===== src/rtl/hs_rr_arbiter_if.sv =====
// Bundle of the upstream and downstream 4-phase channels of hs_rr_arbiter.
// slave is the arbiter's view; master is the surrounding environment's view.
interface hs_rr_arbiter_if #(
    parameter int unsigned NUM_REQ = 2,
    parameter int unsigned DATA_W  = 37
);
    localparam int unsigned GrantW = (NUM_REQ > 1) ? $clog2(NUM_REQ) : 1;

    logic [NUM_REQ-1:0]        req_i;
    logic [NUM_REQ*DATA_W-1:0] data_i;
    logic [NUM_REQ-1:0]        ack_o;
    logic                      req_o;
    logic [DATA_W-1:0]         data_o;
    logic                      ack_i;
    logic [GrantW-1:0]         grant_o;
    logic                      busy_o;
    logic                      err_o;

    modport slave (
        input  req_i, data_i, ack_i,
        output ack_o, req_o, data_o, grant_o, busy_o, err_o
    );

    modport master (
        output req_i, data_i, ack_i,
        input  ack_o, req_o, data_o, grant_o, busy_o, err_o
    );
endinterface


===== src/rtl/hs_rr_arbiter.sv =====
// Round-robin arbiter sharing one 4-phase req/ack channel among NUM_REQ requesters.
// Completes the full 4-phase cycle on both sides before re-arbitrating; all outputs registered.
module hs_rr_arbiter #(
    parameter int unsigned NUM_REQ = 2,
    parameter int unsigned DATA_W  = 37
) (
    input logic          clk_i,
    input logic          rst_ni,
    hs_rr_arbiter_if.slave bus
);
    localparam int unsigned GrantW = (NUM_REQ > 1) ? $clog2(NUM_REQ) : 1;

    typedef enum logic [1:0] {StIdle, StGrant, StAcked, StRelease} state_e;

    state_e               state_q, state_d;
    logic [GrantW-1:0]    ptr_q, ptr_d;
    logic [GrantW-1:0]    grant_q, grant_d;
    logic [DATA_W-1:0]    data_q, data_d;
    logic                 req_q, req_d;
    logic [NUM_REQ-1:0]   ack_q, ack_d;
    logic                 busy_q, busy_d;
    logic                 err_q, err_d;
    logic [GrantW-1:0]    win;
    logic                 found;

    // Scan ptr+1, ptr+2, ... with wrap; first set request wins.
    always_comb begin
        win   = '0;
        found = 1'b0;
        for (int unsigned i = 1; i <= NUM_REQ; i++) begin
            logic [GrantW-1:0] idx;
            idx = GrantW'((32'(ptr_q) + i) % NUM_REQ);
            if (!found && bus.req_i[idx]) begin
                win   = idx;
                found = 1'b1;
            end
        end
    end

    always_comb begin
        state_d = state_q;
        ptr_d   = ptr_q;
        grant_d = grant_q;
        data_d  = data_q;
        req_d   = req_q;
        ack_d   = ack_q;
        err_d   = err_q;
        unique case (state_q)
            StIdle: begin
                if (bus.ack_i) begin
                    err_d = 1'b1;
                end else if (found) begin
                    grant_d = win;
                    data_d  = bus.data_i[32'(win)*DATA_W +: DATA_W];
                    req_d   = 1'b1;
                    state_d = StGrant;
                end
            end
            StGrant: begin
                if (!bus.req_i[grant_q]) err_d = 1'b1;
                if (bus.ack_i) begin
                    ack_d          = '0;
                    ack_d[grant_q] = 1'b1;
                    state_d        = StAcked;
                end
            end
            StAcked: begin
                if (!bus.ack_i) err_d = 1'b1;
                if (!bus.req_i[grant_q]) begin
                    req_d   = 1'b0;
                    state_d = StRelease;
                end
            end
            StRelease: begin
                if (bus.req_i[grant_q]) err_d = 1'b1;
                if (!bus.ack_i) begin
                    ack_d   = '0;
                    ptr_d   = grant_q;
                    state_d = StIdle;
                end
            end
            default: state_d = StIdle;
        endcase
        busy_d = (state_d != StIdle);
    end

    always_ff @(posedge clk_i or negedge rst_ni) begin
        if (!rst_ni) begin
            state_q <= StIdle;
            ptr_q   <= GrantW'(NUM_REQ - 1);
            grant_q <= '0;
            data_q  <= '0;
            req_q   <= 1'b0;
            ack_q   <= '0;
            busy_q  <= 1'b0;
            err_q   <= 1'b0;
        end else begin
            state_q <= state_d;
            ptr_q   <= ptr_d;
            grant_q <= grant_d;
            data_q  <= data_d;
            req_q   <= req_d;
            ack_q   <= ack_d;
            busy_q  <= busy_d;
            err_q   <= err_d;
        end
    end

    assign bus.ack_o   = ack_q;
    assign bus.req_o   = req_q;
    assign bus.data_o  = data_q;
    assign bus.grant_o = grant_q;
    assign bus.busy_o  = busy_q;
    assign bus.err_o   = err_q;
endmodule

===== src/flat_wrapper.sv =====
// flat-port wrapper written by rule: the top's interface ports become plain ports
module hs_rr_arbiter_flat 
#(
    parameter int unsigned NUM_REQ = 2,
    parameter int unsigned DATA_W  = 37
)
  (clk_i, rst_ni, bus_req_i, bus_data_i, bus_ack_i, bus_ack_o, bus_req_o, bus_data_o, bus_grant_o, bus_busy_o, bus_err_o);
  hs_rr_arbiter_if #(.NUM_REQ(NUM_REQ), .DATA_W(DATA_W)) bus_i ();
  input logic clk_i;
  input logic rst_ni;
  input wire logic [$bits(bus_i.req_i)-1:0] bus_req_i;
  input wire logic [$bits(bus_i.data_i)-1:0] bus_data_i;
  input wire logic [$bits(bus_i.ack_i)-1:0] bus_ack_i;
  output wire logic [$bits(bus_i.ack_o)-1:0] bus_ack_o;
  output wire logic [$bits(bus_i.req_o)-1:0] bus_req_o;
  output wire logic [$bits(bus_i.data_o)-1:0] bus_data_o;
  output wire logic [$bits(bus_i.grant_o)-1:0] bus_grant_o;
  output wire logic [$bits(bus_i.busy_o)-1:0] bus_busy_o;
  output wire logic [$bits(bus_i.err_o)-1:0] bus_err_o;
  assign bus_i.req_i = bus_req_i;
  assign bus_i.data_i = bus_data_i;
  assign bus_i.ack_i = bus_ack_i;
  assign bus_ack_o = bus_i.ack_o;
  assign bus_req_o = bus_i.req_o;
  assign bus_data_o = bus_i.data_o;
  assign bus_grant_o = bus_i.grant_o;
  assign bus_busy_o = bus_i.busy_o;
  assign bus_err_o = bus_i.err_o;
  hs_rr_arbiter #(.NUM_REQ(NUM_REQ), .DATA_W(DATA_W)) u_core (.clk_i(clk_i), .rst_ni(rst_ni), .bus(bus_i));
endmodule

===== config.mk =====
export PLATFORM = sky130hd
export DESIGN_NAME = hs_rr_arbiter_flat
export DESIGN_NICKNAME = d
export VERILOG_FILES = /design/src/rtl/hs_rr_arbiter_if.sv /design/src/rtl/hs_rr_arbiter.sv /design/src/flat_wrapper.sv
export SDC_FILE = /design/constraint.sdc
export NUM_CORES = 1
export LEC_CHECK = 0
export CAP_MARGIN = 5
export CORE_ASPECT_RATIO = 0.6
export CORE_MARGIN = 5
export CORE_UTILIZATION = 30
export CTS_BUF_LIST = sky130_fd_sc_hd__clkbuf_2 sky130_fd_sc_hd__clkbuf_4 sky130_fd_sc_hd__clkbuf_8
export CTS_CLUSTER_SIZE = 10
export DETAILED_ROUTE_END_ITERATION = 16
export HOLD_SLACK_MARGIN = 0.06
export SYNTH_ARGS = -nofsm -noshare
export SYNTH_HDL_FRONTEND = slang
export SYNTH_SLANG_ARGS = --single-unit

===== constraint.sdc =====
create_clock -name clk_i -period 3.1 [get_ports clk_i]
set_input_delay 0.93 -clock clk_i [delete_from_list [all_inputs] [get_ports clk_i]]
set_output_delay 0.93 -clock clk_i [all_outputs]
set_load 0.02 [all_outputs]

* After elaboration in Yosys (flattened, before gate mapping) *
Cells that the tools add are included.

storage, ports and cells
  logic and storage cells = 71
  input port bits = 79
  bits in registers = 46

cells by class
  mux-type cells = 30
  reductions and logical operators = 12
  shifts and indexed selects = 1
  equality and inequality tests = 12
  add/subtract/negate cells = 2
  bitwise gates (word level) = 1
  multipliers = 1
  magnitude comparators = 4

operator list
  operator                                                count
  variable part select 74 x 8 -> 37 bit                   1
  2-to-1 mux 1 bit                                        18
  2-to-1 mux 2 bit                                        7
  inequality test 2 bit (second input constant)           7
  one-hot mux 2 bit (4 select lines)                      1
  AND reduction 4 bit                                     2
  multiplier 1 x 6 -> 7 bit (second input constant)       1
  < comparator 1 x 2 -> 1 bit (second input constant)     3
  AND reduction 3 bit                                     2
  nonzero test 2 bit                                      3
  == test 2 bit (second input constant)                   2
  inequality test 2 x 1 -> 1 bit (second input constant)  2
  one-hot mux 1 bit (4 select lines)                      1
  one-hot mux 2 bit (2 select lines)                      1
  adder 1 bit (second input constant)                     2
  == test 2 x 1 -> 1 bit (second input constant)          1
  logical AND 1 bit                                       2
  zero test 2 bit                                         1
  one-hot mux 1 bit (2 select lines)                      1
  AND reduction 2 bit                                     1
  demux 1 bit (select 1 bit)                              1
  >= comparator 1 bit (second input constant)             1
  zero test 1 bit                                         1
  NOT 1 bit                                               1

* Longest topological paths before layout *
Gate-level depths: netlist of run 1.

  depth in word-level cells = 11
  gate-level depth with buffers = 5
  gate-level depth less buffers = 3

* Least setup slack after synthesis of run 1 *
OpenSTA, ideal clock, no wires.

  kind = input -> register
  from = input port bus_req_i[1]
  to = register u_core.data_q[15] (netlist: u_core.bus.data_o[15])
  setup slack = 980 ps
  setup time = 125 ps
  arrival = 1995 ps
  path buffers = 2
  stages = 5
  cells stage by stage = a21boi_1 -> buf_6 -> buf_6 -> mux2_4 -> mux2_2

on the way
  longest elaborated chain between the ends = 8
  elaborated cells between the ends (all ways) = 13

RTL lines
  element                                               RTL line              RTL
  from (decl)                                           flat_wrapper.sv:11    input wire logic [$bits(bus_i.req_i)-1:0] bus_req_i;
  2-to-1 mux 1 bit (implied by the code) (2 in series)  hs_rr_arbiter.sv:33   if (!found && bus.req_i[idx]) begin
  2-to-1 mux 1 bit                                      hs_rr_arbiter.sv:33
  zero test 1 bit                                       hs_rr_arbiter.sv:33
  logical AND 1 bit                                     hs_rr_arbiter.sv:33
  2-to-1 mux 1 bit                                      hs_rr_arbiter.sv:33
  multiplier 1 x 6 -> 7 bit                             hs_rr_arbiter.sv:54   data_d = bus.data_i[32'(win)*DATA_W +: DATA_W];
  variable part select 74 x 8 -> 37 bit                 hs_rr_arbiter.sv:54
  to (signal assigned)                                  hs_rr_arbiter.sv:101  data_q <= data_d;
  to (decl)                                             hs_rr_arbiter.sv:18   logic [DATA_W-1:0] data_q, data_d;

Several ways; a longest one is shown, not always the timed one. The select of a mux whose other input is x is not followed.
A chain may end at the register's enable or synchronous reset.

* Worst setup path in the final report of run 1 *
  from = input port bus_req_i[1]
  to = register u_core.data_q[14] (netlist: u_core.bus.data_o[14])

Same word-level chain as after synthesis.

==> summary.md, run 1 <==
| Metric | Value |
|---|---|
| Run status | `finished, final reports clean` |
| CTS tree | `yes` |
| Setup TNS | `0 ps` |
| Clk root buf | `clkbuf_8` |
| CP endpoint kind | `flop` |
| Core Area | `0.007417 mm²` |
| Layout Skew | `3.454 ps` |
| Synth unique cells | `24` |
| Post-cts resize count | `0` |
| Design area | `0.003767 mm²` |
| Comb pwr share | `53.7%` |
| DRC | `0` |
| PwrDens | `844.4 mW/mm²` |
| Dpl cells | `380` |
| Max incr delay on CP | `500 ps` |
| Post-layout util | `50.79%` |
| Peak VDD IR | `0.2965 mV` |
| # Post-CTS Setup Buffers | `0` |
| Max-slew headroom | `75.18%` |
| Placed inst area | `0.003676 mm²` |
| Syn Nets | `239` |
| Proportion of layout cells with a drive suffix above 1 | `32.75%` |
| Crit-path most repeated cell | `mux2_2` |
| Clk sinks | `46` |
| Height of the chip | `78.30 µm` |
| Nets | `362` |
| Post-synthesis instance area | `0.002332 mm²` |
| Antenna viol nets, final | `0` |
| Critical Path Start Type | `input port` |
| Final Setup Violations | `0` |
| Buf+Inv Stages, Crit Path | `2` |
| Clock share of power | `11.7%` |
| Area of the die | `0.009695 mm²` |
| Most frequent cells in the layout | `clkdlybuf4s50_1 (120), mux2_2 (57), dfrtp_1 (45)` |
| Share of power burned in registers | `34.5%` |
| Sw Ratio | `35.31%` |
| Switching power | `1.123 mW` |
| Vias in the first global route | `1,847` |
| RSZ-0062 raised after global routing | `no` |
| Top post-synthesis cells by area | `dfrtp_1 (48%), mux2_2 (28%), mux2_4 (12%)` |
| Final cell count without fillers | `388` |
| CTS Buf Count | `5` |
| 1st-pass router iterations | `2` |
| Max frequency | `418.7 MHz` |
| Tightest Hold Check Type | `reg2reg` |
| CTS Hold Buffers Added | `0` |
| WL/cell | `15.99 µm` |
| I/O Buffers | `121` |
| Arr. time, crit path | `2570 ps` |
| Leakage | `1.547 nW` |
| Initial antenna violation count | `0` |
| # IOs | `122` |
| WS Path Type | `in2reg` |
| Row count | `24` |
| Yosys top cell by area | `dfrtp_1` |
| Final hold violations | `0` |
| Via Count | `1,714` |
| Total Routed Length | `6204 µm` |
| # diodes | `0` |
| First-pass GRT wire length | `9591 µm` |
| Yosys warns | `0` |
| Total power | `3.181 mW` |
| Period utilization | `77.05%` |
| Post-layout min period | `2388 ps` |
| Initial core utilization | `31.44%` |
| GRT overflow | `0` |
| Largest net degree at the start of global routing | `39` |
| Fill cells | `693` |
| DRT iter0 DRCs | `54` |
| Synth Instances | `160` |
| Area Growth Syn to Fin | `61.53%` |
| Register bit total from synthesis | `46` |
| CP cell instances | `clkdlybuf4s50_1 -> a21boi_4 -> buf_12 -> mux2_2 -> mux2_2` |
| Commonest non-fill, non-tap cell in the layout | `clkdlybuf4s50_1` |
| Post-synthesis area per instance | `14.58 µm²` |
| Max Cap Viol | `0` |
| Internal power | `2.058 mW` |
| Sequential-to-total area share from yosys stat | `49.41%` |
| H-tree depth | `2` |
| Critical-path top delay cell | `clkdlybuf4s50_1` |
| GRT Util Overall | `12.67%` |
| Vias/cell | `4.418` |
| Die X | `123.8 µm` |
| Worst EP required | `3280 ps` |
| Cell class contributing the biggest share of worst-path delay | `buffers and inverters` |
| CTS Buffer Depth | `2` |
| Area share of the largest cell type after synthesis | `48.28%` |
| Slew Viols, Final | `0` |
| Measured slew at the worst slew-check pin | `372.3 ps` |
| CTS clock-pin slew for the worst setup and hold paths | `80 ps` |
| Worst-path fanout max | `38` |
| DP Wirelength | `4861 µm` |
| Placer Congestion | `0.7044` |
| Clock Latency Late Sink | `290 ps` |
metal layers:
metal	share of wire [%]	routed length, µm	global-route usage, %	vias up
li1	-	-	-	823
met1	47	2937	17.47	810
met2	40	2466	18.33	76
met3	12	769	6.106	5
met4	0.48	30	1.989	0
met5	0	0	0	-
area by class of cell:
class / count / area, µm² / area share [%]
Timing Repair Buffer: 126 / 1269 / 33.68
Sequential cell: 46 / 1152 / 30.59
Multi-Input combinational cell: 103 / 1121 / 29.76
Tap cell: 104 / 130.1 / 3.454
Clock buffer: 8 / 91.34 / 2.424
Inverter: 1 / 3.754 / 0.09963
synth_stat cells:
master / instances
a211o_1: 1
a21boi_1: 1
a21oi_1: 2
a2bb2oi_1: 1
and3_1: 1
buf_2: 5
buf_6: 3
clkbuf_1: 2
dfrtp_1: 45
dfstp_2: 1
inv_1: 1
mux2_1: 1
mux2_2: 57
mux2_4: 19
mux2i_1: 1
nand2_1: 4
nand2b_1: 3
nand3b_1: 1
nor2_1: 3
nor2b_1: 1
nor3b_1: 1
nor4_4: 1
o21ai_0: 3
o2bb2ai_1: 2
power groups by stage:
stage	logic [mW]	clock network [mW]	registers [mW]
final	1.71	0.373	1.10
after floorplan	0.590	0	1.42
after CTS	1.74	0.399	1.10
after global placement	1.72	0	1.10
after global routing	1.83	0.421	1.15
after detailed placement	1.73	0	1.11
worst paths after layout:
kind / endpoint / slack (ps) / depth (start not counted) / startpoint
worst max-delay path: u_core.bus.data_o[14] / 710 / 5 / bus_req_i[1]
worst min-delay path: u_core.bus.data_o[25] / 510 / 1 / u_core.bus.data_o[25]
worst max register to register: u_core.bus.data_o[22] / 1460 / 3 / u_core.state_q[1]
worst min register to register: u_core.bus.data_o[25] / 510 / 1 / u_core.bus.data_o[25]
max in group asynchronous: u_core.ptr_q / 1900 / 2 / rst_ni
min in group asynchronous: u_core.bus.data_o[18] / 540 / 1 / rst_ni
kinds of logic after synthesis:
| kind of cell | count (synthesis) | synth area share (%) |
|---|---|---|
| AOI/OAI and AO/OA | 10 | 2.897 |
| and+or+nand+nor | 15 | 4.024 |
| muxes | 78 | 40.67 |
| DFF | 46 | 49.41 |
| buffers and inverters | 11 | 3.004 |
sequential cells by signal, indices dropped and copies added (netlist names):
signal,flops
u_core.bus.busy_o,1
u_core.bus.ack_o,2
u_core.bus.req_o,1
u_core.state_q,2
u_core.bus.data_o,37
u_core.ptr_q,1
u_core.bus.grant_o,1
u_core.bus.err_o,1
worst register-to-register path, delay by kind of cell, from the launching register on:
| family | cells | cell delay, ps |
|---|---|---|
| buf+inv | 1 | 250 |
| flops | 1 | 510 |
| mux | 1 | 370 |
| simple gates | 1 | 400 |
through the flow:
step / worst slack, ps / hold WS, ps
6_report: 711.6 / 507.7
5_1_grt: 667.1 / 529.4
4_1_cts: 714.3 / 512.9
3_5_place_dp: 399.2 / 494.1
3_3_place_gp: 439.6 / 487.9
2_1_floorplan: 980.4 / 604.4
Power figures use the tool's default switching activity.
==> inputs of run 2 (changes only) <==
--- a/config.mk
+++ b/config.mk
@@ -13,6 +13,7 @@
 export CTS_CLUSTER_SIZE = 10
 export DETAILED_ROUTE_END_ITERATION = 16
 export HOLD_SLACK_MARGIN = 0.06
+export PLACE_DENSITY = 0.66
 export SYNTH_ARGS = -nofsm -noshare
 export SYNTH_HDL_FRONTEND = slang
 export SYNTH_SLANG_ARGS = --single-unit
==> constraint.sdc (replaced) <==
create_clock -name clk_i -period 2.1 [get_ports clk_i]
set_input_delay 0.63 -clock clk_i [delete_from_list [all_inputs] [get_ports clk_i]]
set_output_delay 0.63 -clock clk_i [all_outputs]
set_load 0.02 [all_outputs]
==> summary.md, run 2 (synthesized netlist as in run 1, its figures left out) <==
| Metric | Value |
|---|---|
| Slew Viols, Final | `0 (unchanged)` |
| Design area | `0.003842 mm² (+2.0%)` |
| Area Growth Syn to Fin | `64.75%` |
| WL/cell | `15.80 µm (-1.2%)` |
| CTS Buf Count | `5 (unchanged)` |
| Leakage | `1.578 nW (+2.0%)` |
| Final hold violations | `0 (unchanged)` |
| Max-slew headroom | `69.20% (-6.0 points)` |
| CTS tree | `yes` |
| # diodes | `0 (unchanged)` |
| Internal power | `3.182 mW (+55%)` |
| 1st-pass router iterations | `4 (+2)` |
| Placed inst area | `0.003729 mm² (+1.4%)` |
| Vias in the first global route | `1,814 (-1.8%)` |
| Critical Path Start Type | `input port` |
| Max frequency | `491.5 MHz` |
| Proportion of layout cells with a drive suffix above 1 | `33.22% (+0.47 points)` |
| Post-cts resize count | `0 (unchanged)` |
| Max Cap Viol | `0 (unchanged)` |
| Dpl cells | `382 (+0.53%)` |
| Measured slew at the worst slew-check pin | `462.1 ps (+89.80 ps)` |
| Clk sinks | `46 (unchanged)` |
| Switching power | `1.675 mW (+49%)` |
| Post-layout min period | `2035 ps` |
| Worst EP required | `2280 ps (-1000 ps)` |
| Sw Ratio | `34.49% (-0.82 points)` |
| Most frequent cells in the layout | `clkdlybuf4s50_1 (120), mux2_2 (57), dfrtp_1 (45)` |
| Arr. time, crit path | `2210 ps (-360 ps)` |
| CP endpoint kind | `flop` |
| CP cell instances | `clkdlybuf4s50_1 -> a21boi_4 -> buf_12 -> mux2_2 -> mux2_2` |
| Max incr delay on CP | `500 ps (about the same)` |
| PwrDens | `1264 mW/mm² (+50%)` |
| Tightest Hold Check Type | `in2async` |
| Height of the chip | `78.30 µm (unchanged)` |
| Antenna viol nets, final | `0 (unchanged)` |
| Final cell count without fillers | `390 (+0.52%)` |
| Row count | `24 (unchanged)` |
| Peak VDD IR | `0.4685 mV (+58%)` |
| Area of the die | `0.009695 mm² (unchanged)` |
| CTS clock-pin slew for the worst setup and hold paths | `80 ps (about the same)` |
| Via Count | `1,729 (+0.88%)` |
| # IOs | `122 (unchanged)` |
| Initial antenna violation count | `0 (unchanged)` |
| Run status | `finished, final reports clean` |
| Total power | `4.857 mW (+53%)` |
| Hold_ws | `277.2 ps (-230.6 ps)` |
| Worst-path fanout max | `22 (-42%)` |
| RSZ-0062 raised after global routing | `no` |
| CTS Buffer Depth | `2 (unchanged)` |
| Core Area | `0.007417 mm² (unchanged)` |
| Vias/cell | `4.433 (+0.36%)` |
| GRT Util Overall | `12.42% (-0.26 points)` |
| WS Path Type | `in2reg` |
| Nets | `364 (+0.55%)` |
| GRT overflow | `0 (unchanged)` |
| Die X | `123.8 µm (unchanged)` |
| DP Wirelength | `4822 µm (-0.80%)` |
| Final Setup Violations | `0 (unchanged)` |
| First-pass GRT wire length | `9480 µm (-1.2%)` |
| Placer Congestion | `0.7445 (+5.7%)` |
| DRC | `0 (unchanged)` |
| Clk root buf | `clkbuf_8` |
| H-tree depth | `2 (unchanged)` |
| Total Routed Length | `6162 µm (-0.68%)` |
| Clock Latency Late Sink | `300 ps (about the same)` |
| Period utilization | `96.89%` |
| Initial core utilization | `31.44% (unchanged)` |
| Clock share of power | `13.8% (+2.1 points)` |
| DRT iter0 DRCs | `60 (+11%)` |
| Layout Skew | `7.634 ps (+4.180 ps)` |
| CTS Hold Buffers Added | `0 (unchanged)` |
| Commonest non-fill, non-tap cell in the layout | `clkdlybuf4s50_1` |
| Comb pwr share | `52.9% (-0.8 points)` |
| Max reg flops | `37 (unchanged)` |
| I/O Buffers | `121 (unchanged)` |
| Largest net degree at the start of global routing | `29 (-26%)` |
| # Post-CTS Setup Buffers | `0 (unchanged)` |
| Critical-path top delay cell | `clkdlybuf4s50_1` |
| Crit-path most repeated cell | `mux2_2` |
| Share of power burned in registers | `33.3% (-1.2 points)` |
[run 2: cell count changes in the layout (fill, tap and decap cells not counted), sizes merged]
| cell | delta |
|---|---|
| clkbuf | -1 |
| bufinv | +1 |
| buf | +2 |
[run 2: final timing paths]
| kind | start | end | slack, ps | depth (start not counted) |
|---|---|---|---|---|
| worst max-delay path | bus_req_i[1] | u_core.bus.data_o[5] | 70 | 5 |
| worst max register to register | u_core.state_q[1] | u_core.bus.data_o[27] | 430 | 3 |
| max in group asynchronous | rst_ni | u_core.ptr_q | 1250 | 2 |
| min in group clk_i | u_core.bus.data_o[21] | u_core.bus.data_o[21] | 510 | 1 |
| worst min-delay path | rst_ni | u_core.bus.data_o[23] | 280 | 1 |
| worst min register to register | u_core.bus.data_o[21] | u_core.bus.data_o[21] | 510 | 1 |
[run 2: area by class of cell]
cell class	count	area, µm²
Clock buffer	7	83.83
Clock inverter	1	30.03
Inverter	1	3.754
Multi-Input combinational cell	103	1121
Timing Repair Buffer	128	1321
Fill cell	657	3575
Sequential cell	46	1152
Tap cell	104	130.1
[run 2: power groups by stage]
| stage | Combinational, mW | Clock (mW) | Sequential (mW) |
|---|---|---|---|
| floorplan | 0.870 | 0 | 2.09 |
| global placement | 2.58 | 0 | 1.62 |
| detailed placement | 2.61 | 0 | 1.63 |
| CTS | 2.62 | 0.701 | 1.62 |
| global route | 2.74 | 0.728 | 1.69 |
| finish | 2.57 | 0.671 | 1.62 |
[run 2: through the flow]
stage / setup slack [ps] / setup TNS (ps) / utilization, %
2_1_floorplan: 280.4 / 0 / -
3_3_place_gp: -214.6 / -7360 / 50.27
3_5_place_dp: -243.8 / -8136 / 50.27
4_1_cts: 70.58 / 0 / 51.81
5_1_grt: 6.898 / 0 / 51.81
6_report: 65.25 / 0 / 51.81
[run 2: metal layers]
metal  vias up  part of all wire [%]  GRT usage (%)
met3         3                    12          5.819
met5         -                     0              0
li1        826                     -              -
met2        75                    43          18.76
met4         0                  0.31          1.657
met1       825                    45          16.67
[run 2: critical path: cells and delay by family]
family / cells / cell delay (ps)
compound gates: 1 / 250
buf+inv: 2 / 710
mux: 2 / 620
